<file path="config.mk">
export PLATFORM = sky130hd
export DESIGN_NAME = seg_scan_driver_flat
export DESIGN_NICKNAME = d
export VERILOG_FILES = /design/src/rtl/seg_scan_if.sv /design/src/rtl/seg_scan_driver.sv /design/src/flat_wrapper.sv
export SDC_FILE = /design/constraint.sdc
export NUM_CORES = 1
export LEC_CHECK = 0
export ABC_AREA = 1
export ABC_CLOCK_PERIOD_IN_PS = 3600
export CORE_MARGIN = 2
export CORE_UTILIZATION = 45
export DETAILED_ROUTE_END_ITERATION = 6
export GPL_TIMING_DRIVEN = 1
export PLACE_DENSITY_LB_ADDON = 0.2
export SLEW_MARGIN = 20
export SYNTH_ARGS = -nofsm -noshare
export SYNTH_HDL_FRONTEND = slang
export SYNTH_SLANG_ARGS = --single-unit
</file>
<file path="constraint.sdc">
create_clock -name clk -period 3.6 [get_ports clk]
set_input_delay 0.54 -clock clk [delete_from_list [all_inputs] [get_ports clk]]
set_output_delay 0.54 -clock clk [all_outputs]
set_load 0.02 [all_outputs]
</file>
<file path="src/rtl/seg_scan_if.sv">
// Display-side bundle for seg_scan_driver: enable, six decimal digit fields in,
// active-low anode/cathode drive and frame pulse out.
interface seg_scan_if;
    logic       en;
    logic [5:0] hrstens;
    logic [5:0] hrsones;
    logic [5:0] mintens;
    logic [5:0] minones;
    logic [5:0] sectens;
    logic [5:0] secones;
    logic [7:0] an;
    logic [6:0] seg;
    logic       dp;
    logic       frame_tick;

    modport master (
        output en, hrstens, hrsones, mintens, minones, sectens, secones,
        input  an, seg, dp, frame_tick
    );

    modport slave (
        input  en, hrstens, hrsones, mintens, minones, sectens, secones,
        output an, seg, dp, frame_tick
    );
endinterface

</file>
<file path="src/rtl/seg_scan_driver.sv">
// Time-multiplexed 6-digit 7-segment scan driver with inter-digit blanking and per-frame snapshots.
// Optional build macro LEADING_ZERO_BLANK_EN darkens the hours-tens digit when it is zero.
module seg_scan_driver #(
    parameter int unsigned DIGIT_CYCLES = 100000,
    parameter int unsigned BLANK_CYCLES = 1000
) (
    input  logic       clk,
    input  logic       reset,
    seg_scan_if.slave  bus
);

    localparam int unsigned MAX_CYCLES = (DIGIT_CYCLES > BLANK_CYCLES) ? DIGIT_CYCLES : BLANK_CYCLES;
    localparam int unsigned CW         = $clog2(MAX_CYCLES + 1);
    localparam logic [CW-1:0] DIGIT_LAST = CW'(DIGIT_CYCLES - 1);
    localparam logic [CW-1:0] BLANK_LAST = CW'(BLANK_CYCLES - 1);
    localparam logic [2:0]    IDX_LAST   = 3'd5;

    typedef enum logic {
        BLANK,
        DRIVE
    } state_e;

    state_e        state_q, state_d;
    logic [2:0]    idx_q, idx_d;
    logic [CW-1:0] cnt_q, cnt_d;
    logic [5:0]    shd_q [6];
    logic [5:0]    shd_d [6];
    logic [7:0]    an_q, an_d;
    logic [6:0]    seg_q, seg_d;
    logic          tick_q, tick_d;
    logic          dark;

    function automatic logic [6:0] decode(input logic [5:0] v);
        logic [6:0] s;
        case (v)
            6'd0:    s = 7'h40;
            6'd1:    s = 7'h79;
            6'd2:    s = 7'h24;
            6'd3:    s = 7'h30;
            6'd4:    s = 7'h19;
            6'd5:    s = 7'h12;
            6'd6:    s = 7'h02;
            6'd7:    s = 7'h78;
            6'd8:    s = 7'h00;
            6'd9:    s = 7'h10;
            default: s = 7'h3F;
        endcase
        return s;
    endfunction

    always_comb begin
        state_d = state_q;
        idx_d   = idx_q;
        cnt_d   = cnt_q;
        shd_d   = shd_q;
        tick_d  = 1'b0;

        if (!bus.en) begin
            state_d = BLANK;
            idx_d   = '0;
            cnt_d   = '0;
        end else begin
            case (state_q)
                BLANK: begin
                    if (idx_q == '0 && cnt_q == '0) begin
                        shd_d[0] = bus.secones;
                        shd_d[1] = bus.sectens;
                        shd_d[2] = bus.minones;
                        shd_d[3] = bus.mintens;
                        shd_d[4] = bus.hrsones;
                        shd_d[5] = bus.hrstens;
                        tick_d   = 1'b1;
                    end
                    if (cnt_q == BLANK_LAST) begin
                        state_d = DRIVE;
                        cnt_d   = '0;
                    end else begin
                        cnt_d = cnt_q + CW'(1);
                    end
                end
                DRIVE: begin
                    if (cnt_q == DIGIT_LAST) begin
                        state_d = BLANK;
                        cnt_d   = '0;
                        idx_d   = (idx_q == IDX_LAST) ? 3'd0 : idx_q + 3'd1;
                    end else begin
                        cnt_d = cnt_q + CW'(1);
                    end
                end
                default: begin
                    state_d = BLANK;
                    idx_d   = '0;
                    cnt_d   = '0;
                end
            endcase
        end
    end

    // Outputs are derived from next-state so they switch on the same edge as the FSM;
    // shd_d is used so a one-clock blank still shows the freshly captured digit.
    always_comb begin
        an_d  = '1;
        seg_d = '1;
`ifdef LEADING_ZERO_BLANK_EN
        dark = (idx_d == IDX_LAST) && (shd_d[5] == '0);
`else
        dark = 1'b0;
`endif
        if (state_d == DRIVE && !dark) begin
            an_d[idx_d] = 1'b0;
            seg_d       = decode(shd_d[idx_d]);
        end
    end

    always_ff @(posedge clk or posedge reset) begin
        if (reset) begin
            state_q <= BLANK;
            idx_q   <= '0;
            cnt_q   <= '0;
            an_q    <= '1;
            seg_q   <= '1;
            tick_q  <= 1'b0;
            for (int unsigned i = 0; i < 6; i++) begin
                shd_q[i] <= '0;
            end
        end else begin
            state_q <= state_d;
            idx_q   <= idx_d;
            cnt_q   <= cnt_d;
            an_q    <= an_d;
            seg_q   <= seg_d;
            tick_q  <= tick_d;
            shd_q   <= shd_d;
        end
    end

    assign bus.an         = an_q;
    assign bus.seg        = seg_q;
    assign bus.dp         = 1'b1;
    assign bus.frame_tick = tick_q;

endmodule

</file>
<file path="src/flat_wrapper.sv">
// flat-port wrapper written by rule: the top's interface ports become plain ports
module seg_scan_driver_flat 
#(
    parameter int unsigned DIGIT_CYCLES = 100000,
    parameter int unsigned BLANK_CYCLES = 1000
)
  (clk, reset, bus_en, bus_hrstens, bus_hrsones, bus_mintens, bus_minones, bus_sectens, bus_secones, bus_an, bus_seg, bus_dp, bus_frame_tick);
  seg_scan_if bus_i ();
  input  logic clk;
  input  logic reset;
  input wire logic [$bits(bus_i.en)-1:0] bus_en;
  input wire logic [$bits(bus_i.hrstens)-1:0] bus_hrstens;
  input wire logic [$bits(bus_i.hrsones)-1:0] bus_hrsones;
  input wire logic [$bits(bus_i.mintens)-1:0] bus_mintens;
  input wire logic [$bits(bus_i.minones)-1:0] bus_minones;
  input wire logic [$bits(bus_i.sectens)-1:0] bus_sectens;
  input wire logic [$bits(bus_i.secones)-1:0] bus_secones;
  output wire logic [$bits(bus_i.an)-1:0] bus_an;
  output wire logic [$bits(bus_i.seg)-1:0] bus_seg;
  output wire logic [$bits(bus_i.dp)-1:0] bus_dp;
  output wire logic [$bits(bus_i.frame_tick)-1:0] bus_frame_tick;
  assign bus_i.en = bus_en;
  assign bus_i.hrstens = bus_hrstens;
  assign bus_i.hrsones = bus_hrsones;
  assign bus_i.mintens = bus_mintens;
  assign bus_i.minones = bus_minones;
  assign bus_i.sectens = bus_sectens;
  assign bus_i.secones = bus_secones;
  assign bus_an = bus_i.an;
  assign bus_seg = bus_i.seg;
  assign bus_dp = bus_i.dp;
  assign bus_frame_tick = bus_i.frame_tick;
  seg_scan_driver #(.DIGIT_CYCLES(DIGIT_CYCLES), .BLANK_CYCLES(BLANK_CYCLES)) u_core (.clk(clk), .reset(reset), .bus(bus_i));
endmodule
</file>
## Word level (Yosys, flattened, before mapping)

Memories as Yosys holds them, arrays and structs flattened.
Cells that the tools add are included.

- Bits in read-only memories: 112
- RAM bits: 0
- Bits in registers: 73
- Output and inout bits: 17
- Latch bits: 0
- Input port bits: 39
- Memories: 1
- Logic and storage cells: 55

- Reduce and logical (&&, ||, !) cells: 5
- Bitwise gates (word level): 3
- Div/mod/pow operators: 0
- Muxes and demuxes: 26
- Shift-type cells: 0
- $mul: 0
- Add/sub/neg operators: 2
- Order comparisons: 3
- Equal/unequal tests: 3

Memory list:

| memory | depth | width | read ports | clocked after Yosys merged registers in | wr ports | line | text |
|---|---|---|---|---|---|---|---|
| (name not given) | 16 | 7 | 1 | 0 | 0 | seg_scan_driver.sv:35 | `case (v)` |

Operators by type and width:

| kind | number |
|---|---|
| $mux W36 | 3 |
| $mux W17 | 3 |
| $pmux W17 S2 | 1 |
| $bmux W6 S3 | 1 |
| $add A17 B1 Y17 const B | 1 |
| $eq A17 B10 Y1 const B | 1 |
| $eq A17 B17 Y1 const B | 1 |
| $logic_not A17 Y1 | 1 |
| $mux W7 | 2 |
| $mux W3 | 4 |
| $mux W6 | 2 |
| $mux W8 | 1 |
| $not A8 Y8 | 1 |
| $mux W1 | 7 |
| $ge A4 B4 Y1 const B | 1 |
| $lt A3 B4 Y1 const B | 1 |
| $not A3 Y4 | 1 |
| $add A3 B1 Y3 const B | 1 |
| $demux W1 S3 | 1 |
| $eq A3 B3 Y1 const B | 1 |
| $ge A3 B1 Y1 const B | 1 |
| $logic_not A3 Y1 | 1 |
| $logic_and A1 B1 Y1 | 2 |
| $logic_not A2 Y1 | 1 |
| 2 further kinds | 2 |

## Logic depth before layout (Yosys ltp)

Gate-level depths: netlist (run 1).

- Word-level depth: 12
- Gate-level depth with buffers: 22
- Gate-level depth less buffers: 21

## Worst setup path before layout (run 1)

No wires, ideal clock.

- Kind: reg-to-reg
- Start point: register u_core.cnt_q[0]
- End point: register u_core.seg_q[0] (netlist: u_core.bus.seg[0])
- Arrival time: 2.442 ns
- Clock period less this slack: 2.525 ns
- Path buffers: 1
- Data required time: 3.517 ns
- Setup time: 0.083 ns
- Cell stages (with the launch flop): 22
- Setup slack: 1.075 ns
- Path through: dfrtp_1 -> inv_1 -> ha_1 -> inv_1 -> nor2_1 -> nand2_1 -> nor2_2 -> nand3_4 -> clkbuf_1 -> nand2_1 -> nand2_1 -> nand2_1 -> nand2_1 -> nand2_1 -> nand2_1 -> nor2_1 -> inv_1 -> ha_1 -> inv_1 -> nand3_1 -> nand3_1 -> nand3_1

RTL lines:

| what | line | text |
|---|---|---|
| start, declared | seg_scan_driver.sv:25 | `logic [CW-1:0] cnt_q, cnt_d;` |
| start signal, assigned | seg_scan_driver.sv:129 | `cnt_q <= cnt_d;` |
| end signal, assigned | seg_scan_driver.sv:131 | `seg_q <= seg_d;` |
| end, declared | seg_scan_driver.sv:29 | `logic [6:0] seg_q, seg_d;` |

==> results of run 1 <==
worst max-delay path, delay by kind of cell, from the launching register on:
| family | cells | cell delay, ps |
|---|---|---|
| adders and majority gates | 2 | 370 |
| buffers and inverters | 4 | 320 |
| DFF | 1 | 420 |
| and+or+nand+nor | 14 | 1860 |
per-stage QoR:
stage	hold WS (ps)	util, %	setup WS (ps)
floorplan	440	-	1070
global placement	457	54.2	421
detailed placement	458	54.2	360
CTS	481	56.9	581
global route	497	56.9	210
finish	480	56.9	560
report_power, final:
group / switching, mW / internal (mW) / total (mW)
clock network: 0.346 / 0.397 / 0.743
registers: 0.0248 / 0.911 / 0.935
logic: 0.252 / 0.159 / 0.411
logic make-up (layout without fill, tap and decap cells):
group,count (synthesis),count (layout)
xor+xnor,3,3
buf+inv,70,135
simple gates,309,309
flops,73,73
compound gates,23,23
other cells,1,1
fa+ha+maj,9,9
path summary, 6_finish.rpt:
path | end | depth (start not counted)
min in group asynchronous | u_core.shd_q[5] | 2
max in group asynchronous | u_core.bus.seg[4] | 3
setup / recovery | u_core.bus.seg[3] | 20
setup reg to reg | u_core.bus.seg[3] | 20
hold reg to reg | u_core.shd_q[3] | 2
hold / removal | u_core.shd_q[3] | 2
synthesized netlist by cell type (2+ instances only):
| cell | count |
|---|---|
| nand2_2 | 8 |
| a2111oi_0 | 2 |
| nor2_2 | 4 |
| buf_4 | 4 |
| inv_2 | 6 |
| buf_2 | 3 |
| xor2_1 | 2 |
| ha_1 | 9 |
| clkbuf_1 | 2 |
| o21ai_0 | 5 |
| dfstp_2 | 15 |
| nor3_1 | 5 |
| nor2_1 | 61 |
| a21oi_1 | 6 |
| dfrtp_1 | 58 |
| nor3b_1 | 4 |
| nand4_1 | 8 |
| nor2_4 | 3 |
| inv_1 | 54 |
| nand3_1 | 30 |
| nand3_2 | 4 |
| o21ai_1 | 2 |
| nand2_1 | 178 |
state kept, by name, indices dropped and copies added, names as in the netlist:
name and count:
u_core.shd_q 36, u_core.cnt_q 17, u_core.bus.an 8, u_core.bus.seg 7, u_core.idx_q 3, u_core.bus.frame_tick 1, u_core.state_q 1
placed cells by master, fill, tap and decap left out, types with 2 or more instances in the layout:
cell	Yosys	routed
nand2_1	178	178
nor2_1	61	61
dfrtp_1	58	58
clkdlybuf4s50_1	0	54
inv_1	54	53
nand3_1	30	30
dfstp_2	15	15
ha_1	9	9
clkbuf_8	0	9
nand4_1	8	8
nand2_2	8	8
inv_2	6	7
a21oi_1	6	6
o21ai_0	5	5
nor3_1	5	5
nor2_2	4	4
nand3_2	4	4
nor3b_1	4	4
buf_4	4	4
nor2_4	3	3
inv_6	0	3
o21ai_1	2	2
xor2_1	2	2
a2111oi_0	2	2
clkinvlp_4	0	2
bufinv_16	0	2
final cells by class:
| type | instances | area [um^2] |
|---|---|---|
| clock buffers | 9 | 124 |
| clock inverters | 7 | 101 |
| fillers | 784 | 3520 |
| inverters | 60 | 225 |
| multi-input cells | 345 | 1640 |
| flip-flops and latches | 73 | 1850 |
| well taps | 105 | 131 |
| repair buffers | 59 | 591 |
layer usage:
| layer | track usage, % | wire, um | up-vias |
|---|---|---|---|
| met5 | 0 | 0 | - |
| met4 | 7.14 | 155 | 0 |
| met3 | 4.98 | 499 | 17 |
| met2 | 29.5 | 3730 | 94 |
| met1 | 29.6 | 4110 | 1478 |
| li1 | - | - | 1618 |
==> out/metrics.yaml, run 1 <==
run_status:
  status: "finished clean"
drt:
  drt-initial-drc-count: 140
  wl_mm: 8.49
  final_antenna_net_count: 0
  wl_per_cell_um: 12.9
  viasPerCell: 4.87
  dr.pass1.iters: 5
  vias: 3207
  drc: 0
yosys:
  synth-adder-area-share_pct: 2.99
  synth_enable_flop_cells: 0
  synth.distinct_cells: 38
  syn_nets: 536
  synth_area_leaders: "dfrtp_1 38%, nand2_1 18%, dfstp_2 10%, nor2_1 6.1%, inv_1 5.4%"
  syn_inst: 488
  post_synth_xor_area_fraction_pct: 0.697
  syn_area_um2: 3770
  yosys.area_share.simple_pct: 35.6
  yosysTopAreaCell: "dfrtp_1"
  yosysSeqAreaShare_pct: 48.9
  synth_compound_area_share_pct: 4.05
  synthMuxAreaShare_pct: 0
  avgSynthCellArea_um2: 7.73
  synth.top_cell.area_share_pct: 38.5
  ys_seq_elements: 73
  yosysWarnings: 0
  async_flop_share_pct: 100
  synthFlopType: "dfrtp_1"
  synth_top_family_by_area: "simple AND/OR/NAND/NOR gates"
clocking:
  insertion_delay_ps: 370
  cts_resized: 0
  cts_root_buf: "clkbuf_8"
  post-cts-setup-buffers: 0
  h-tree-depth: 3
  cts_tree: "built"
  cts_hold_buf: 0
  clkTransAtPathRegs_ps: 90
  clockBufferDepth: 2
  cts_num_sinks: 73
  cts_buffers: 9
power:
  pwr_density_cell_nw_per_um2: 449
  p_total_mw: 2.09
  vdd.ir_drop.worst_mv: 0.253
  leakage_nw: 2.31
place:
  dp_hpwl_mm: 6.11
  place_inst: 642
  placed_area_um2: 4430
  place.port_buffers: 54
  gp_congestion: 0.871
critical_path:
  critPathSlowestCell: "dfrtp_1"
  timing.critical_path.from: "u_core.cnt_q[0]"
  worstPathRequired_ps: 3890
  crit_arrival_ps: 3330
  setup.worst_path.class: "reg2reg"
  worstSetupStartpointType: "register"
  end_kind: "register"
  critPathMaxStageDelay_ps: 420
  r2r_slack_ps: 560
  path_max_fanout: 29
  reg2reg_from: "u_core.cnt_q[0]"
  worstPathCellList: "inv_1, ha_1, inv_1, nor2_1, nand2_1, nor2_2, nand3_4, nand2_1, nand2_1, nand2_1, nand2_1, nand2_1, nand2_1, nor2_1, inv_1, ha_1, inv_1, nand3_1, nand3_1, nand3_1"
  cp_common_cell: "nand2_1"
sta:
  max_freq_mhz: 329
  relSlewSlack_pct: 49.8
  setup_tns_ps: 0
  setup_violations: 0
  worst_slew_pin_slew_ps: 752
  maxSlewViolCount: 0
  skew_ps: 8.41
  min_period_ps: 3040
  period_share_pct: 84.4
  rsz0062_at_grt: "no"
  hold_viol_final: 0
floorplanning:
  die_width_um: 95.6
  ios: 56
  rows: 33
  core_um2: 8180
  initial_core_util_pct: 46.1
  fp.dieH_um: 95.6
  die_area_um2: 9130
cells_and_area:
  layout-drive-gt1-share_pct: 12.1
  area_delta_synth_final_pct: 23.4
  finalNetCount: 596
  fin_cells: 658
  antenna_cells: 0
  final_cell_area_um2: 4660
global_route:
  grt_max_degree: 39
  grt_overflow_total: 0
  grt_pass1_wl_mm: 14.1
  track_usage_pct: 20.3
  antenna_found_initial: 0
  grt_pass1_vias: 3018
job:
  max-cap-violations: 0
worst_hold_path:
  min_path_type: "reg2reg"
  hold_start: "u_core.shd_q[3]"
Note: power is estimated with default switching activity, not from simulation.
==> run 2, diff against run 1 <==
--- a/config.mk
+++ b/config.mk
@@ -6,7 +6,7 @@
 export NUM_CORES = 1
 export LEC_CHECK = 0
 export ABC_AREA = 1
-export ABC_CLOCK_PERIOD_IN_PS = 3600
+export ABC_CLOCK_PERIOD_IN_PS = 2900
 export CORE_MARGIN = 2
 export CORE_UTILIZATION = 45
 export DETAILED_ROUTE_END_ITERATION = 6
==> constraint.sdc (replaced) <==
create_clock -name clk -period 2.9 [get_ports clk]
set_input_delay 0.435 -clock clk [delete_from_list [all_inputs] [get_ports clk]]
set_output_delay 0.435 -clock clk [all_outputs]
set_load 0.02 [all_outputs]
==> run 2 against run 1 <==
  * Critical path depth fell by 7
  * Clock skew rose by 1.2 ps
  * Count of clock-buffer cells in the layout rose by 2
  * Critical path type unchanged
  * Register-to-register slack got worse by 350 ps
  * Wire length rose by 4.1%
  * Die area did not move
  * Combinational power rose by 35%
  * Global-route usage rose by 0.34 points
  * Setup slack got worse by 350 ps
  * Sequential share of layout area fell by 1.8 points
==> out/metrics.yaml, run 2 (synthesis gave the netlist of run 1 again) <==
floorplanning:
  rows: 33  # unchanged
  core_um2: 8180  # unchanged
  initial_core_util_pct: 46.1  # unchanged
  ios: 56  # unchanged
  die_width_um: 95.6  # unchanged
  fp.dieH_um: 95.6  # unchanged
  die_area_um2: 9130  # unchanged
critical_path:
  worstPathCellList: "nor2_1, nand4_1, o21ai_4, inv_1, nor2_4, nand2_1, nand3_1, nand2_1, a21oi_4, ha_1, nand3_1, a21oi_1, nand2_1"  # was inv_1, ha_1, inv_1, nor2_1, nand2_1, nor2_2, nand3_4, nand2_1, nand2_1, nand2_1, nand2_1, nand2_1, nand2_1, nor2_1, inv_1, ha_1, inv_1, nand3_1, nand3_1, nand3_1
  cp_common_cell: "nand2_1"  # unchanged
  setup.worst_path.class: "reg2reg"  # unchanged
  critPathMaxStageDelay_ps: 450  # was 420 ps
  path_max_fanout: 9  # was 29
  critPathSlowestCell: "dfrtp_1"  # unchanged
  crit_arrival_ps: 2960  # was 3330 ps
  worstSetupStartpointType: "register"  # unchanged
  cp_num_buf_inv: 1  # was 4
  critPathTopFamily: "simple AND/OR/NAND/NOR gates"  # unchanged
  worstPathRequired_ps: 3170  # was 3890 ps
  end_kind: "register"  # unchanged
drt:
  viasPerCell: 4.80  # was 4.87
  vias: 3254  # was 3,207
  final_antenna_net_count: 0  # unchanged
  drt-initial-drc-count: 119  # was 140
  wl_per_cell_um: 13.0  # was 12.9 um
  dr.pass1.iters: 4  # was 5
  wl_mm: 8.84  # was 8.49 mm
  drc: 0  # unchanged
clocking:
  cts_tree: "built"  # unchanged
  h-tree-depth: 3  # unchanged
  cts_hold_buf: 0  # unchanged
  cts_num_sinks: 73  # unchanged
  cts_root_buf: "clkbuf_8"  # unchanged
  clockBufferDepth: 2  # unchanged
  insertion_delay_ps: 340  # was 370 ps
  clkTransAtPathRegs_ps: 80  # was 90 ps
  cts_buffers: 9  # unchanged
global_route:
  grt_max_degree: 74  # was 39
  antenna_found_initial: 0  # unchanged
  grt_pass1_vias: 3180  # was 3,018
  track_usage_pct: 20.6  # was 20.3%
  grt_overflow_total: 0  # unchanged
  grt_pass1_wl_mm: 14.6  # was 14.1 mm
sta:
  setup_violations: 0  # unchanged
  worst_slew_pin_slew_ps: 696  # was 752 ps
  min_period_ps: 2690  # was 3040 ps
  relSlewSlack_pct: 53.1  # was 49.8%
  skew_ps: 9.61  # was 8.41 ps
  period_share_pct: 92.9  # was 84.4%
  hold_viol_final: 0  # unchanged
  setup_tns_ps: 0  # unchanged
  maxSlewViolCount: 0  # unchanged
  max_freq_mhz: 371  # was 329 MHz
power:
  vdd.ir_drop.worst_mv: 0.249  # was 0.253 mV
  pwr_density_cell_nw_per_um2: 550  # was 449 nW/um^2
  leakage_nw: 2.42  # was 2.31 nW
  p_total_mw: 2.68  # was 2.09 mW
place:
  place.port_buffers: 54  # unchanged
  dp_hpwl_mm: 6.41  # was 6.11 mm
  placed_area_um2: 4510  # was 4430 um^2
  gp_congestion: 0.860  # was 0.871
cells_and_area:
  fillCellCount: 740  # was 784
  finalNetCount: 616  # was 596
  final_cell_mix: "178 x nand2_1, 58 x nor2_1, 58 x dfrtp_1"  # was 178 x nand2_1, 61 x nor2_1, 58 x dfrtp_1
  area_delta_synth_final_pct: 29.4  # was 23.4%
  layout-drive-gt1-share_pct: 15.5  # was 12.1%
  final_common_cell: "nand2_1"  # unchanged
  largest_register: "u_core.shd_q"  # unchanged
  final_cell_area_um2: 4880  # was 4660 um^2
  antenna_cells: 0  # unchanged
  largest_register_ffs: 36  # unchanged
job:
  max-cap-violations: 0  # unchanged
run_status:
  status: "finished clean"  # unchanged
worst_hold_path:
  min_path_type: "reg2reg"  # unchanged
==> run 2: repair_timing <==
| action | CTS | global route |
|---|---|---|
| setup endpoints to repair | 0 | 7 |
| gates resized for setup | 0 | 12 |
| setup buffers | 0 | 10 |
==> run 2: power breakdown <==
group / leakage [nW] / internal, mW / switching [mW] / total (mW)
clock network: 0.120 / 0.594 / 0.373 / 0.968
registers: 0.905 / 1.13 / 0.0332 / 1.16
logic: 1.39 / 0.225 / 0.328 / 0.553
==> run 2: worst register-to-register path, stage by stage, from the launching register on <==
cell and delay (ps):
dfrtp_1 450, nor2_1 260, nand4_1 290, o21ai_4 280, inv_1 100, nor2_4 220
nand2_1 80, nand3_1 100, nand2_1 120, a21oi_4 220, ha_1 180, nand3_1 110
a21oi_1 150, nand2_1 70
==> run 2: area by class of cell <==
| class | instances | area (um^2) | area share, % |
|---|---|---|---|
| inverter | 60 | 226 | 4.64 |
| multi-input combinational | 345 | 1690 | 34.6 |
| sequential | 73 | 1850 | 37.8 |
| tap | 105 | 131 | 2.69 |
| clock buffer | 11 | 141 | 2.90 |
| clock inverter | 5 | 103 | 2.10 |
| timing repair buffer | 79 | 744 | 15.3 |
==> run 2: metrics by stage <==
step                hold slack [ps]  util, %  instances  setup WS [ps]
finish                          477     59.7        678            206
global route                    498     59.7        678          -28.0
CTS                             481     58.1        668           37.0
detailed placement              463     55.1        652          -28.7
global placement                458     55.1        652           50.4
floorplan                       440        -        488            375
==> run 2: path summary, 6_finish.rpt <==
check,slack (ps),start,to,depth (start not counted)
setup / recovery,210,u_core.cnt_q[6],u_core.bus.seg[4],13
hold / removal,480,u_core.shd_q[0],u_core.shd_q[0],2
setup reg to reg,210,u_core.cnt_q[6],u_core.bus.seg[4],13
hold reg to reg,480,u_core.shd_q[0],u_core.shd_q[0],2
max in group asynchronous,2060,reset,u_core.bus.seg[4],3
min in group asynchronous,500,reset,u_core.shd_q[5],3
==> run 2: routing by layer <==
metal	up-vias	track usage [%]	routed length (um)	part of all wire [%]
met5	-	0	0	0
met4	0	8.45	140	1.6
met3	15	3.48	403	4.6
met2	72	32.6	4160	47
met1	1501	28.3	4140	47
li1	1666	-	-	-
==> run 3, diff against run 2 <==
--- a/config.mk
+++ b/config.mk
@@ -5,8 +5,7 @@
 export SDC_FILE = /design/constraint.sdc
 export NUM_CORES = 1
 export LEC_CHECK = 0
-export ABC_AREA = 1
-export ABC_CLOCK_PERIOD_IN_PS = 2900
+export ABC_CLOCK_PERIOD_IN_PS = 2500
 export CORE_MARGIN = 2
 export CORE_UTILIZATION = 45
 export DETAILED_ROUTE_END_ITERATION = 6
==> constraint.sdc (replaced) <==
create_clock -name clk -period 2.5 [get_ports clk]
set_input_delay 0.375 -clock clk [delete_from_list [all_inputs] [get_ports clk]]
set_output_delay 0.375 -clock clk [all_outputs]
set_load 0.02 [all_outputs]
==> run 3 against run 2 <==
  * The run now ends with setup timing left
  * Maximum frequency decreased by 6.5%
  * Area after synthesis decreased by 0.83%
  * Cell count decreased by 5.3%
  * Setup slack got worse by 590 ps
  * Clock skew increased by 3.8 ps
  * Flip-flop and latch count unchanged
  * Die area decreased by 0.79%
  * Hold slack got worse by 86 ps
  * Global-route usage increased by 1.2 points
  * Synthesized cell count decreased by 18%
  * Final area increased by 10%
  * Count of clock-buffer cells in the layout decreased by 2
  * Highest routed layer unchanged
==> out/metrics.yaml, run 3 <==
run_status:
  status: "finished, violations left"  # was finished clean
  violations: "setup timing"
cells_and_area:
  area_delta_synth_final_pct: 43.8  # was 29.4%
  final_cell_area_um2: 5380  # was 4880 um^2
  seq_area_um2: 1850  # unchanged
  largest_register_ffs: 36  # unchanged
  multi_input_area_um2: 1910  # was 1690 um^2
  layout-drive-gt1-share_pct: 30.2  # was 15.5%
  largest_register: "u_core.shd_q"  # unchanged
  final_common_cell: "nand2_1"  # unchanged
  finalNetCount: 581  # was 616
  final_cell_mix: "94 x nand2_1, 79 x buf_4, 58 x dfrtp_1"  # was 178 x nand2_1, 58 x nor2_1, 58 x dfrtp_1
  fillCellCount: 632  # was 740
  antenna_cells: 0  # unchanged
  fin_cells: 642  # was 678
floorplanning:
  die_area_um2: 9060  # was 9130 um^2
  fp.dieH_um: 95.2  # was 95.6 um
  initial_core_util_pct: 46.0  # was 46.1%
  rows: 33  # unchanged
  die_width_um: 95.2  # was 95.6 um
  core_um2: 8130  # was 8180 um^2
  ios: 56  # unchanged
global_route:
  grt_max_degree: 33  # was 74
  grt_overflow_total: 0  # unchanged
  grt_pass1_wl_mm: 15.1  # was 14.6 mm
  track_usage_pct: 21.9  # was 20.6%
  antenna_found_initial: 0  # unchanged
  grt_pass1_vias: 3141  # was 3,180
clocking:
  cts_root_buf: "clkbuf_8"  # unchanged
  clockBufferDepth: 2  # unchanged
  cts_tree: "built"  # unchanged
  cts_num_sinks: 73  # unchanged
  insertion_delay_ps: 360  # was 340 ps
  h-tree-depth: 3  # unchanged
  cts_buffers: 9  # unchanged
  clkTransAtPathRegs_ps: 80  # about the same
critical_path:
  end_kind: "register"  # unchanged
  critPathTopFamily: "simple AND/OR/NAND/NOR gates"  # unchanged
  critPathSlowestCell: "or4_4"  # was dfrtp_1
  reg2reg_depth: 10  # was 13
  worstPathCellList: "or4_4, buf_4, nor4_4, nand3_2, mux2i_1, mux2_4, o221a_4, ha_2, and2_1, o311ai_2"  # was nor2_1, nand4_1, o21ai_4, inv_1, nor2_4, nand2_1, nand3_1, nand2_1, a21oi_4, ha_1, nand3_1, a21oi_1, nand2_1
  crit_arrival_ps: 3150  # was 2960 ps
  worstSetupStartpointType: "register"  # unchanged
  critPathMaxStageDelay_ps: 560  # was 450 ps
  worstPathRequired_ps: 2760  # was 3170 ps
  path_depth: 10  # was 13
  setup.worst_path.class: "reg2reg"  # unchanged
  path_max_fanout: 5  # was 9
  cp_num_buf_inv: 1  # unchanged
power:
  pwr_density_cell_nw_per_um2: 578  # was 550 nW/um^2
  combPwrFrac_pct: 23.2  # was 20.6%
  p_sw_uw: 885  # was 735 uW
  power.share.clock_pct: 31.8  # was 36.0%
  power.internal_mw: 2.22  # was 1.95 mW
  p_seq_share_pct: 45.0  # was 43.4%
  vdd.ir_drop.worst_mv: 0.383  # was 0.249 mV
  switching_share_pct: 28.5  # was 27.4%
  leakage_nw: 2.52  # was 2.42 nW
sta:
  skew_ps: 13.4  # was 9.61 ps
  hold_slack_ps: 391  # was 477 ps
  hold_viol_final: 0  # unchanged
  rsz0062_at_grt: "yes"
  setup_tns_ps: -2550  # was 0 ps
  maxSlewViolCount: 0  # unchanged
  period_share_pct: 115  # was 92.9%
  worst_slew_pin_slew_ps: 722  # was 696 ps
  finalWorstSetupSlack_ps: -382  # was 206 ps
  setup_violations: 7  # was 0
  max_freq_mhz: 347  # was 371 MHz
  min_period_ps: 2880  # was 2690 ps
  relSlewSlack_pct: 51.5  # was 53.1%
place:
  place_inst: 616  # was 652
  place.port_buffers: 54  # unchanged
  dp_hpwl_mm: 6.88  # was 6.41 mm
  placed_area_um2: 4950  # was 4510 um^2
  gp_congestion: 0.873  # was 0.860
yosys:
  synth_enable_flop_cells: 0  # unchanged
  async_flop_share_pct: 100  # unchanged
  syn_area_um2: 3740  # was 3770 um^2
  synth.top_cell.area_share_pct: 38.8  # was 38.5%
  synth.most_common_cell: "nand2_1"  # unchanged
  syn_inst: 400  # was 488
  yosys-top-cells-count: "94 x nand2_1, 58 x dfrtp_1, 37 x nor2_1"  # was 178 x nand2_1, 61 x nor2_1, 58 x dfrtp_1
  ys_seq_elements: 73  # unchanged
  synth_area_leaders: "dfrtp_1 39%, dfstp_2 11%, nand2_1 9.4%, mux2i_1 3.7%, nor2_1 3.7%"  # was dfrtp_1 38%, nand2_1 18%, dfstp_2 10%, nor2_1 6.1%, inv_1 5.4%
  avgSynthCellArea_um2: 9.35  # was 7.73 um^2
  synth.distinct_cells: 57  # was 38
  yosysWarnings: 0  # unchanged
  yosysTopAreaCell: "dfrtp_1"  # unchanged
  synthFlopType: "dfrtp_1"  # unchanged
  yosysSeqAreaShare_pct: 49.3  # was 48.9%
  syn_nets: 448  # was 536
drt:
  vias: 3306  # was 3,254
  final_antenna_net_count: 0  # unchanged
  dr.pass1.iters: 4  # unchanged
  drt-initial-drc-count: 91  # was 119
  drc: 0  # unchanged
  wl_per_cell_um: 14.6  # was 13.0 um
  viasPerCell: 5.15  # was 4.80
  wl_mm: 9.35  # was 8.84 mm
job:
  max-cap-violations: 0  # unchanged
worst_hold_path:
  min_path_type: "in2async"  # was reg2reg
## run 3: changes by cell type in the layout (fill, tap and decap cells not counted), sizes merged, moves of 8 or more
| cell | change |
|---|---|
| nor2 | -30 |
| mux2i | +14 |
| nand3 | -17 |
| nand2 | -93 |
| inv | -38 |
| xor2 | +8 |
| buf | +58 |
## run 3: layout make-up
| class | instances | area share [%] |
|---|---|---|
| clock buffer | 9 | 2.30 |
| clock inverter | 6 | 1.56 |
| inverter | 22 | 1.63 |
| multi-input combinational | 290 | 35.6 |
| sequential | 73 | 34.3 |
| tap | 105 | 2.44 |
| timing repair buffer | 137 | 22.2 |
## run 3: metal layers
metal | up-vias | wire length (um) | global-route usage [%]
li1 | 1638 | - | -
met1 | 1572 | 4170 | 28.5
met2 | 79 | 4580 | 35.5
met3 | 17 | 363 | 3.56
met4 | 0 | 228 | 10.5
met5 | - | 0 | 0
## run 3: repair_timing
item,in CTS,in global routing
setup endpoints to repair,7,7
setup buffers,5,6
gates resized for setup,20,20
hold buffers,0,0
pin swaps,13,10
## run 3: worst register-to-register path, cell delays in order (launching register included)
cell	delay (ps)
dfrtp_1	380
or4_4	560
buf_4	160
nor4_4	220
nand3_2	190
mux2i_1	170
mux2_4	280
o221a_4	310
ha_2	170
and2_1	130
o311ai_2	220
## run 3: power groups by stage
stage	registers (mW)	clock network (mW)	logic (mW)
2_1_floorplan	1.39	0	0.403
3_3_place_gp	1.40	0	0.609
3_5_place_dp	1.41	0	0.632
4_1_cts	1.39	1.01	0.678
5_1_grt	1.41	1.07	0.803
6_report	1.40	0.988	0.723
## run 3: final timing paths
kind | startpoint | end | slack (ps)
min reg2reg | u_core.shd_q[22] | u_core.shd_q[22] | 470
max reg2reg | u_core.cnt_q[4] | u_core.bus.seg[4] | -380
max in group asynchronous | reset | u_core.bus.an[7] | 1500
max | u_core.cnt_q[4] | u_core.bus.seg[4] | -380
min | reset | u_core.shd_q[0] | 390
min in group clk | u_core.shd_q[22] | u_core.shd_q[22] | 470
## run 3: kinds of logic after synthesis
family / count (synthesis) / share of synthesized area [%]
mux: 18 / 4.95
flops: 73 / 49.3
simple gates: 201 / 25.7
other cells: 1 / 0.100
compound gates: 46 / 9.10
fa+ha+maj: 9 / 3.01
xor+xnor: 15 / 3.51
buf+inv: 37 / 4.31
## run 3: per-stage QoR
stage | utilization, % | power [mW] | setup WS (ps)
after CTS | 64.5 | 3.07 | -386
after global placement | 60.9 | 2.01 | -807
after detailed placement | 60.9 | 2.04 | -879
after floorplan | - | 1.79 | -356
after global routing | 66.2 | 3.28 | -551
final | 66.2 | 3.11 | -382
